===== src/rtl/data_obi_arb2_if.sv =====
// data_obi_arb2_if: one OBI data port (request, grant and response channels).
// The master modport drives the request; the slave modport answers it.
interface data_obi_arb2_if;
    logic        req;
    logic        we;
    logic [3:0]  be;
    logic [31:0] addr;
    logic [32:0] wdata;
    logic        gnt;
    logic        rvalid;
    logic [32:0] rdata;
    logic        err;
    modport master (output req, we, be, addr, wdata, input gnt, rvalid, rdata, err);
    modport slave  (input req, we, be, addr, wdata, output gnt, rvalid, rdata, err);
endinterface


===== src/rtl/data_obi_arb2.sv =====
// data_obi_arb2: round-robin two-master arbiter onto one OBI data port.
// An in-order owner FIFO steers each response back to the master that issued it.
module data_obi_arb2 #(
    parameter int MAX_OUTST = 4,
    parameter bit RR_EN     = 1'b1
) (
    input  logic                           clk,
    input  logic                           rst_n,
    data_obi_arb2_if.slave                 m0,
    data_obi_arb2_if.slave                 m1,
    data_obi_arb2_if.master                s,
    output logic [$clog2(MAX_OUTST+1)-1:0] outst_cnt,
    output logic                           unexp_rsp
);
    localparam int CW = $clog2(MAX_OUTST + 1);
    localparam int PW = MAX_OUTST > 1 ? $clog2(MAX_OUTST) : 1;

    logic [MAX_OUTST-1:0] r_fifo;
    logic [PW-1:0]        r_wptr, r_rptr;
    logic [CW-1:0]        r_cnt;
    logic                 r_hold_vld, r_hold_id, r_rr_last, r_unexp;
    logic                 w_sel, w_sel_req, w_full, w_empty, w_hs, w_pop, w_head;

    // A held request keeps its master selected until granted; ties alternate.
    assign w_sel = r_hold_vld ? r_hold_id :
                   (m0.req ^ m1.req) ? m1.req :
                   (m0.req & m1.req) ? (RR_EN ? ~r_rr_last : 1'b0) : r_rr_last;
    assign w_sel_req = w_sel ? m1.req : m0.req;
    assign w_full    = r_cnt == CW'(MAX_OUTST);
    assign w_empty   = r_cnt == '0;
    assign w_hs      = s.req & s.gnt;
    assign w_pop     = s.rvalid & ~w_empty;
    assign w_head    = r_fifo[r_rptr];

    assign s.req   = w_sel_req & ~w_full;
    assign s.we    = w_sel ? m1.we    : m0.we;
    assign s.be    = w_sel ? m1.be    : m0.be;
    assign s.addr  = w_sel ? m1.addr  : m0.addr;
    assign s.wdata = w_sel ? m1.wdata : m0.wdata;

    assign m0.gnt    = w_hs & ~w_sel;
    assign m1.gnt    = w_hs & w_sel;
    assign m0.rvalid = w_pop & ~w_head;
    assign m1.rvalid = w_pop & w_head;
    assign m0.rdata  = m0.rvalid ? s.rdata : '0;
    assign m1.rdata  = m1.rvalid ? s.rdata : '0;
    assign m0.err    = m0.rvalid & s.err;
    assign m1.err    = m1.rvalid & s.err;

    assign outst_cnt = r_cnt;
    assign unexp_rsp = r_unexp;

    always_ff @(posedge clk or negedge rst_n) begin
        if (!rst_n) begin
            r_fifo     <= '0;
            r_wptr     <= '0;
            r_rptr     <= '0;
            r_cnt      <= '0;
            r_hold_vld <= 1'b0;
            r_hold_id  <= 1'b0;
            r_rr_last  <= 1'b1;
            r_unexp    <= 1'b0;
        end else begin
            if (w_hs) begin
                r_fifo[r_wptr] <= w_sel;
                r_wptr         <= r_wptr == PW'(MAX_OUTST - 1) ? '0 : r_wptr + PW'(1);
                r_rr_last      <= w_sel;
            end
            if (w_pop)
                r_rptr <= r_rptr == PW'(MAX_OUTST - 1) ? '0 : r_rptr + PW'(1);
            r_cnt      <= r_cnt + CW'(w_hs) - CW'(w_pop);
            r_hold_vld <= s.req & ~s.gnt;
            if (s.req & ~s.gnt)
                r_hold_id <= w_sel;
            r_unexp    <= r_unexp | (s.rvalid & w_empty);
        end
    end
endmodule


===== src/flat_wrapper.sv =====
// flat-port wrapper written by rule: the top's interface ports become plain ports
module data_obi_arb2_flat 
#(
    parameter int MAX_OUTST = 4,
    parameter bit RR_EN     = 1'b1
)
  (clk, rst_n, outst_cnt, unexp_rsp, m0_req, m0_we, m0_be, m0_addr, m0_wdata, m0_gnt, m0_rvalid, m0_rdata, m0_err, m1_req, m1_we, m1_be, m1_addr, m1_wdata, m1_gnt, m1_rvalid, m1_rdata, m1_err, s_req, s_we, s_be, s_addr, s_wdata, s_gnt, s_rvalid, s_rdata, s_err);
  data_obi_arb2_if m0_i ();
  data_obi_arb2_if m1_i ();
  data_obi_arb2_if s_i ();
  input  logic clk;
  input  logic rst_n;
  output logic [$clog2(MAX_OUTST+1)-1:0] outst_cnt;
  output logic unexp_rsp;
  input wire logic [$bits(m0_i.req)-1:0] m0_req;
  input wire logic [$bits(m0_i.we)-1:0] m0_we;
  input wire logic [$bits(m0_i.be)-1:0] m0_be;
  input wire logic [$bits(m0_i.addr)-1:0] m0_addr;
  input wire logic [$bits(m0_i.wdata)-1:0] m0_wdata;
  output wire logic [$bits(m0_i.gnt)-1:0] m0_gnt;
  output wire logic [$bits(m0_i.rvalid)-1:0] m0_rvalid;
  output wire logic [$bits(m0_i.rdata)-1:0] m0_rdata;
  output wire logic [$bits(m0_i.err)-1:0] m0_err;
  input wire logic [$bits(m1_i.req)-1:0] m1_req;
  input wire logic [$bits(m1_i.we)-1:0] m1_we;
  input wire logic [$bits(m1_i.be)-1:0] m1_be;
  input wire logic [$bits(m1_i.addr)-1:0] m1_addr;
  input wire logic [$bits(m1_i.wdata)-1:0] m1_wdata;
  output wire logic [$bits(m1_i.gnt)-1:0] m1_gnt;
  output wire logic [$bits(m1_i.rvalid)-1:0] m1_rvalid;
  output wire logic [$bits(m1_i.rdata)-1:0] m1_rdata;
  output wire logic [$bits(m1_i.err)-1:0] m1_err;
  output wire logic [$bits(s_i.req)-1:0] s_req;
  output wire logic [$bits(s_i.we)-1:0] s_we;
  output wire logic [$bits(s_i.be)-1:0] s_be;
  output wire logic [$bits(s_i.addr)-1:0] s_addr;
  output wire logic [$bits(s_i.wdata)-1:0] s_wdata;
  input wire logic [$bits(s_i.gnt)-1:0] s_gnt;
  input wire logic [$bits(s_i.rvalid)-1:0] s_rvalid;
  input wire logic [$bits(s_i.rdata)-1:0] s_rdata;
  input wire logic [$bits(s_i.err)-1:0] s_err;
  assign m0_i.req = m0_req;
  assign m0_i.we = m0_we;
  assign m0_i.be = m0_be;
  assign m0_i.addr = m0_addr;
  assign m0_i.wdata = m0_wdata;
  assign m0_gnt = m0_i.gnt;
  assign m0_rvalid = m0_i.rvalid;
  assign m0_rdata = m0_i.rdata;
  assign m0_err = m0_i.err;
  assign m1_i.req = m1_req;
  assign m1_i.we = m1_we;
  assign m1_i.be = m1_be;
  assign m1_i.addr = m1_addr;
  assign m1_i.wdata = m1_wdata;
  assign m1_gnt = m1_i.gnt;
  assign m1_rvalid = m1_i.rvalid;
  assign m1_rdata = m1_i.rdata;
  assign m1_err = m1_i.err;
  assign s_req = s_i.req;
  assign s_we = s_i.we;
  assign s_be = s_i.be;
  assign s_addr = s_i.addr;
  assign s_wdata = s_i.wdata;
  assign s_i.gnt = s_gnt;
  assign s_i.rvalid = s_rvalid;
  assign s_i.rdata = s_rdata;
  assign s_i.err = s_err;
  data_obi_arb2 #(.MAX_OUTST(MAX_OUTST), .RR_EN(RR_EN)) u_core (.clk(clk), .rst_n(rst_n), .m0(m0_i), .m1(m1_i), .s(s_i), .outst_cnt(outst_cnt), .unexp_rsp(unexp_rsp));
endmodule

===== config.mk =====
export PLATFORM = sky130hd
export DESIGN_NAME = data_obi_arb2_flat
export DESIGN_NICKNAME = d
export VERILOG_FILES = /design/src/rtl/data_obi_arb2_if.sv /design/src/rtl/data_obi_arb2.sv /design/src/flat_wrapper.sv
export SDC_FILE = /design/constraint.sdc
export NUM_CORES = 1
export LEC_CHECK = 0
export ABC_AREA = 1
export CAP_MARGIN = 20
export CORE_AREA = 2 2 126 128
export CTS_BUF_LIST = sky130_fd_sc_hd__clkbuf_16
export DETAILED_ROUTE_END_ITERATION = 8
export DIE_AREA = 0 0 128 130
export MAX_ROUTING_LAYER = met4
export PLACE_DENSITY = 0.66
export SYNTH_ARGS = -nofsm -noshare
export SYNTH_HDL_FRONTEND = slang
export SYNTH_SLANG_ARGS = --single-unit

===== constraint.sdc =====
create_clock -name clk -period 4 [get_ports clk]
set_clock_uncertainty 0.1 [all_clocks]
set_input_delay 0.8 -clock clk [delete_from_list [all_inputs] [get_ports clk]]
set_output_delay 0.8 -clock clk [all_outputs]
set_load 0.02 [all_outputs]

* Word level (Yosys, flattened, before mapping)
Cells that the tools add are included.
Widths: inputs -> output; s select.
** Word-level totals
- Register bits after elaboration :: 15
- Bits of input ports :: 180
- Output and inout bits :: 147
- Logic and storage cells :: 57
** Operators by class
- $add $sub $neg :: 4
- Magnitude comparators :: 3
- Equality and inequality tests :: 3
- Mux-type cells :: 17
- Bitwise operators :: 20
- Reduce and logical (&&, ||, !) cells :: 2
** Operators by type and width (number)
- $mux 33 :: 3
- $mux 32 :: 1
- $and 1x1->1 :: 12
- $mux 1 :: 7
- $lt 2x3->1 const B :: 2
- $not 1->1 :: 6
- $add 2x1->2 const B :: 2
- $bwmux 4 :: 1
- $eq 2x2->1 const B :: 2
- $mux 2 :: 2
- $mux 4 :: 1
- $add 3x1->3 :: 1
- $eq 3x3->1 const B :: 1
- $logic_not 3->1 :: 1
- $sub 3x1->3 :: 1
- $bmux 1 s2 :: 1
- $demux 1 s2 :: 1
- $ge 2x1->1 const B :: 1
- $logic_and 1x1->1 :: 1
- $or 1x1->1 :: 1
- $xor 1x1->1 :: 1

* Depth between registers and ports, before layout
- Depth after elaboration :: 9
- Mapped depth :: 12
- Gate-level depth less buffers :: 12

* Least setup slack after synthesis
OpenSTA, ideal clock, no wires.
- Kind :: input to output
- From :: input m0_req
- To :: output m1_gnt
- Data arrival time :: 1657 ps
- Data required time :: 3100 ps
- Slack :: 1443 ps
- Stages :: 7
- Path buffers :: 2
- Path through :: inv_1 > nand2_1 > nand3_1 > nand2_2 > buf_4 > buf_6 > nor2_1
** On the way
- Longest elaborated chain between the ends :: 8
- Elaborated cells between the ends (all ways) :: 9
- Classes of those cells :: 4 x mux; 5 x bitwise
** Ends and longest elaborated chain
- start: declaration :: RTL line flat_wrapper.sv:15 : input wire logic [$bits(m0_i.req)-1:0] m0_req;
- $and 1x1->1 :: RTL line data_obi_arb2.sv:27 : (m0.req & m1.req) ? (RR_EN ? ~r_rr_last : 1'b0) : r_rr_last;
- $mux 1 :: RTL line data_obi_arb2.sv:27
- $mux 1 :: RTL line data_obi_arb2.sv:26 : (m0.req ^ m1.req) ? m1.req :
- $mux 1 :: RTL line data_obi_arb2.sv:25 : assign w_sel = r_hold_vld ? r_hold_id :
- $mux 1 :: RTL line data_obi_arb2.sv:28 : assign w_sel_req = w_sel ? m1.req : m0.req;
- $and 1x1->1 :: RTL line data_obi_arb2.sv:35 : assign s.req = w_sel_req & ~w_full;
- $and 1x1->1 :: RTL line data_obi_arb2.sv:31 : assign w_hs = s.req & s.gnt;
- $and 1x1->1 * :: RTL line data_obi_arb2.sv:42 : assign m1.gnt = w_hs & w_sel;
- end: declaration :: RTL line flat_wrapper.sv:29 : output wire logic [$bits(m1_i.gnt)-1:0] m1_gnt;
Mark *: on every way between the ends. The rest lies on a longest branch, timed or not.

* Worst setup path after layout
- From :: input m1_req
- To :: output s_wdata[21]
** On the way
- Longest elaborated chain between the ends :: 5
- Elaborated cells between the ends (all ways) :: 6
- Classes of those cells :: 4 x mux; 2 x bitwise
** Ends and longest elaborated chain
- start: declaration :: RTL line flat_wrapper.sv:24 : input wire logic [$bits(m1_i.req)-1:0] m1_req;
- $and 1x1->1 :: RTL line data_obi_arb2.sv:27
- $mux 1 :: RTL line data_obi_arb2.sv:27
- $mux 1 * :: RTL line data_obi_arb2.sv:26
- $mux 1 * :: RTL line data_obi_arb2.sv:25
- $mux 33 * :: RTL line data_obi_arb2.sv:39 : assign s.wdata = w_sel ? m1.wdata : m0.wdata;
- end: declaration :: RTL line flat_wrapper.sv:37 : output wire logic [$bits(s_i.wdata)-1:0] s_wdata;
Marks and branches as above.

==> run metrics <==
die width=128 um; critical path arrival=2.82 ns; layout cells sized above 1=3.718%; Worst-path clk slew=0.05 ns; Filler cells=1651; chip height=130 um; first-pass GRT wire length=15980 um; area of the multi-input gates=1500 um^2; status=finished, final reports clean; sequential cell area=376.6 um^2; largest family of logic cells by synthesized area=simple AND/OR/NAND/NOR gates; Post-DP HPWL=9230 um; area delta synth->final=150.3%; VDD IR max=0.0003243 V; ranking of synthesized cells by area=nand2_1 39%, dfrtp_1 15%, nor2_1 12%; RePlAce Congestion=0.7630; clock sink count=15; endpoints failing setup=0; leading area contributor after synthesis=nand2_1; DRC violations left=0; CP Launch Type=input port; RSZ-0062 raised after global routing=false; leakage power=0.002755 uW; Clk pwr share=5.2%; Simple-Gate Fraction of Synth Area=57.75%; gr ovfl total=0; data required time of the worst path=3.10 ns; Gate power share=86.7%; Ports=327; CP endpoint kind=output pin; Post-Syn Area=2283 um^2; Synth Area in XOR/XNOR=0.7671%; Slew Limit Fails=0; Relative slew margins=54.84%; period utilization=93.07%; max cap viols=0; final hold violations=0; DRT Pass-1 Iters=4; Synth Register Bits=15; Diodes inserted=0; EDFF count, synth=0; pwr/cell area=637.8 nW/um^2; cell-internal power=1773 uW; worst-path fanout max=70; post-synthesis sequential area ratio=16.49%; post-synth net total=630; Synth cell types=29; PortBufs=326; GRT Util Overall=11.97%; Clock Path Buffers=2; Post-Syn Area per Cell=5.166 um^2; CTS resizes=0; CP Class=in2out; # Post-CTS Setup Buffers=0; Syn. warnings=0; Starting Density=14.80%; NetSw=1873 uW; per-cell routed wire length=11.27 um; fin crit period=3.723 ns; Hold Path Class=reg2reg; Util after Layout=37.05%; final net count=942; Antenna Nets Post-Route=0; Compound-Gate Fraction of Synth Area=2.466%; Iteration-0 DRC Markers=55; Synth Flop Type=dfrtp_1; H-tree Lvls=1; worst-margin pin slew=0.6753 ns; hold_buf cts=0; CTS tree=yes; largest net degree at the start of global routing=71; TNS Setup=0 ns; switching part of the total power=51.37%; Async SR Flop Fraction=100.0%; Synth Area in Adders=4.712%; Worst R2R Setup Slack=1.68 ns; synthesized netlist cell count=442; via count=3570; Flop pwr share=8.1%; initial antenna violation count=0; clk_lat worst skew=0.24 ns; row count=46; Via density=3.778; DIE AREA=16640 um^2; cts bufs inserted=3; core box area=15420 um^2; most common cell in the netlist=nand2_1; routed wire length=10650 um; mux cell area share after synthesis=0%; Synth top cells by count=239 x nand2_1, 71 x nor2_1, 48 x inv_1; fmax=0.2686 GHz; number of global-route vias before repair=3391; root buffer cell=clkbuf_16; top-area cell type share of the netlist area=39.29%
## area by class of cell
class | count | share of cell area, %
Timing Repair Buffer | 331 | 58.10
Sequential cell | 15 | 6.589
Tap cell | 192 | 4.203
Clock buffer | 3 | 1.313
Inverter | 53 | 3.481
Multi-Input combinational cell | 350 | 26.25
Clock inverter | 1 | 0.06567
## critical path, cell delays in order
cell and delay (ns):
clkdlybuf4s50_1 0.51, nand2_1 0.07, nand3_1 0.07, nand2_2 0.11, inv_2 0.15, buf_12 0.27, nand2_1 0.09, nand2_1 0.08
clkdlybuf4s50_1 0.62
## cell families (layout without fill, tap and decap cells)
| logic type | count (synthesis) | after routing |
|---|---|---|
| xor gates and xnor gates | 2 | 2 |
| adders and majority gates | 8 | 8 |
| DFF | 15 | 15 |
| AOI/OAI and AO/OA | 7 | 7 |
| and+or+nand+nor | 333 | 333 |
| buffers and inverters | 77 | 388 |
## layout by cell type, fill, tap and decap left out
cell type        instances
o21ai_2                  1
xor2_1                   1
a21oi_2                  1
buf_12                   2
nand2_1                239
dfstp_2                  1
clkdlybuf4s50_1        324
o21ai_1                  2
inv_2                    5
o21bai_1                 1
nand4_1                  4
o21ai_0                  1
nand2_2                  3
nor2_4                   2
nor2_1                  71
or2_2                    1
or2_0                    1
fa_1                     1
nand3b_1                 1
xnor2_1                  1
ha_1                     7
buf_4                    5
nor2_2                   1
a21oi_4                  1
dfrtp_1                 14
inv_1                   49
nand2_4                  2
clkbuf_16                3
nand3_1                  8
## state kept, by name, indices dropped and copies added (netlist names)
signal,cells
u_core.r_hold_id,1
u_core.r_hold_vld,1
u_core.unexp_rsp,1
u_core.r_rptr,2
u_core.r_wptr,2
u_core.outst_cnt,3
u_core.r_fifo,4
u_core.r_rr_last,1
## layer usage
| layer | vias to the layer above | track usage (%) | routed length (um) |
|---|---|---|---|
| met3 | 8 | 1.804 | 869 |
| met4 | 0 | 1.939 | 97 |
| met2 | 198 | 23.44 | 5671 |
| li1 | 1903 | - | - |
| met1 | 1461 | 12.93 | 4009 |
| met5 | - | - | 0 |
## worst paths after layout
check | depth (start not counted) | endpoint | from
worst max-delay path | 9 | s_wdata[21] | m1_req
worst min-delay path | 1 | u_core.unexp_rsp$_DFF_PN0_ | u_core.unexp_rsp$_DFF_PN0_
worst max register to register | 11 | u_core.outst_cnt[2]$_DFF_PN0_ | u_core.r_rr_last$_DFFE_PN1P_
worst min register to register | 1 | u_core.unexp_rsp$_DFF_PN0_ | u_core.unexp_rsp$_DFF_PN0_
max in group asynchronous | 1 | u_core.outst_cnt[1]$_DFF_PN0_ | rst_n
min in group asynchronous | 1 | u_core.r_fifo[1]$_DFFE_PN0P_ | rst_n
## power by group through the flow
stage | clock, uW | combinational (uW) | sequential (uW)
6_report | 191 | 3160 | 295
4_1_cts | 197 | 3210 | 297
3_5_place_dp | 0 | 3200 | 299
5_1_grt | 201 | 3440 | 309
2_1_floorplan | 0 | 1810 | 309
3_3_place_gp | 0 | 3200 | 300
## through the flow
stage	instance area [um^2]	worst slack (ns)	hold WS, ns	instances	power (uW)
after floorplan	2283	1.443	0.3416	442	2120
after global placement	5637	0.2682	0.3602	941	3502
after detailed placement	5637	0.2559	0.3642	941	3502
after CTS	5715	0.2554	0.3748	945	3709
after global routing	5715	0.1141	0.3884	945	3948
final	5715	0.2773	0.3662	945	3645
Note: power is estimated with default switching activity, not from simulation.
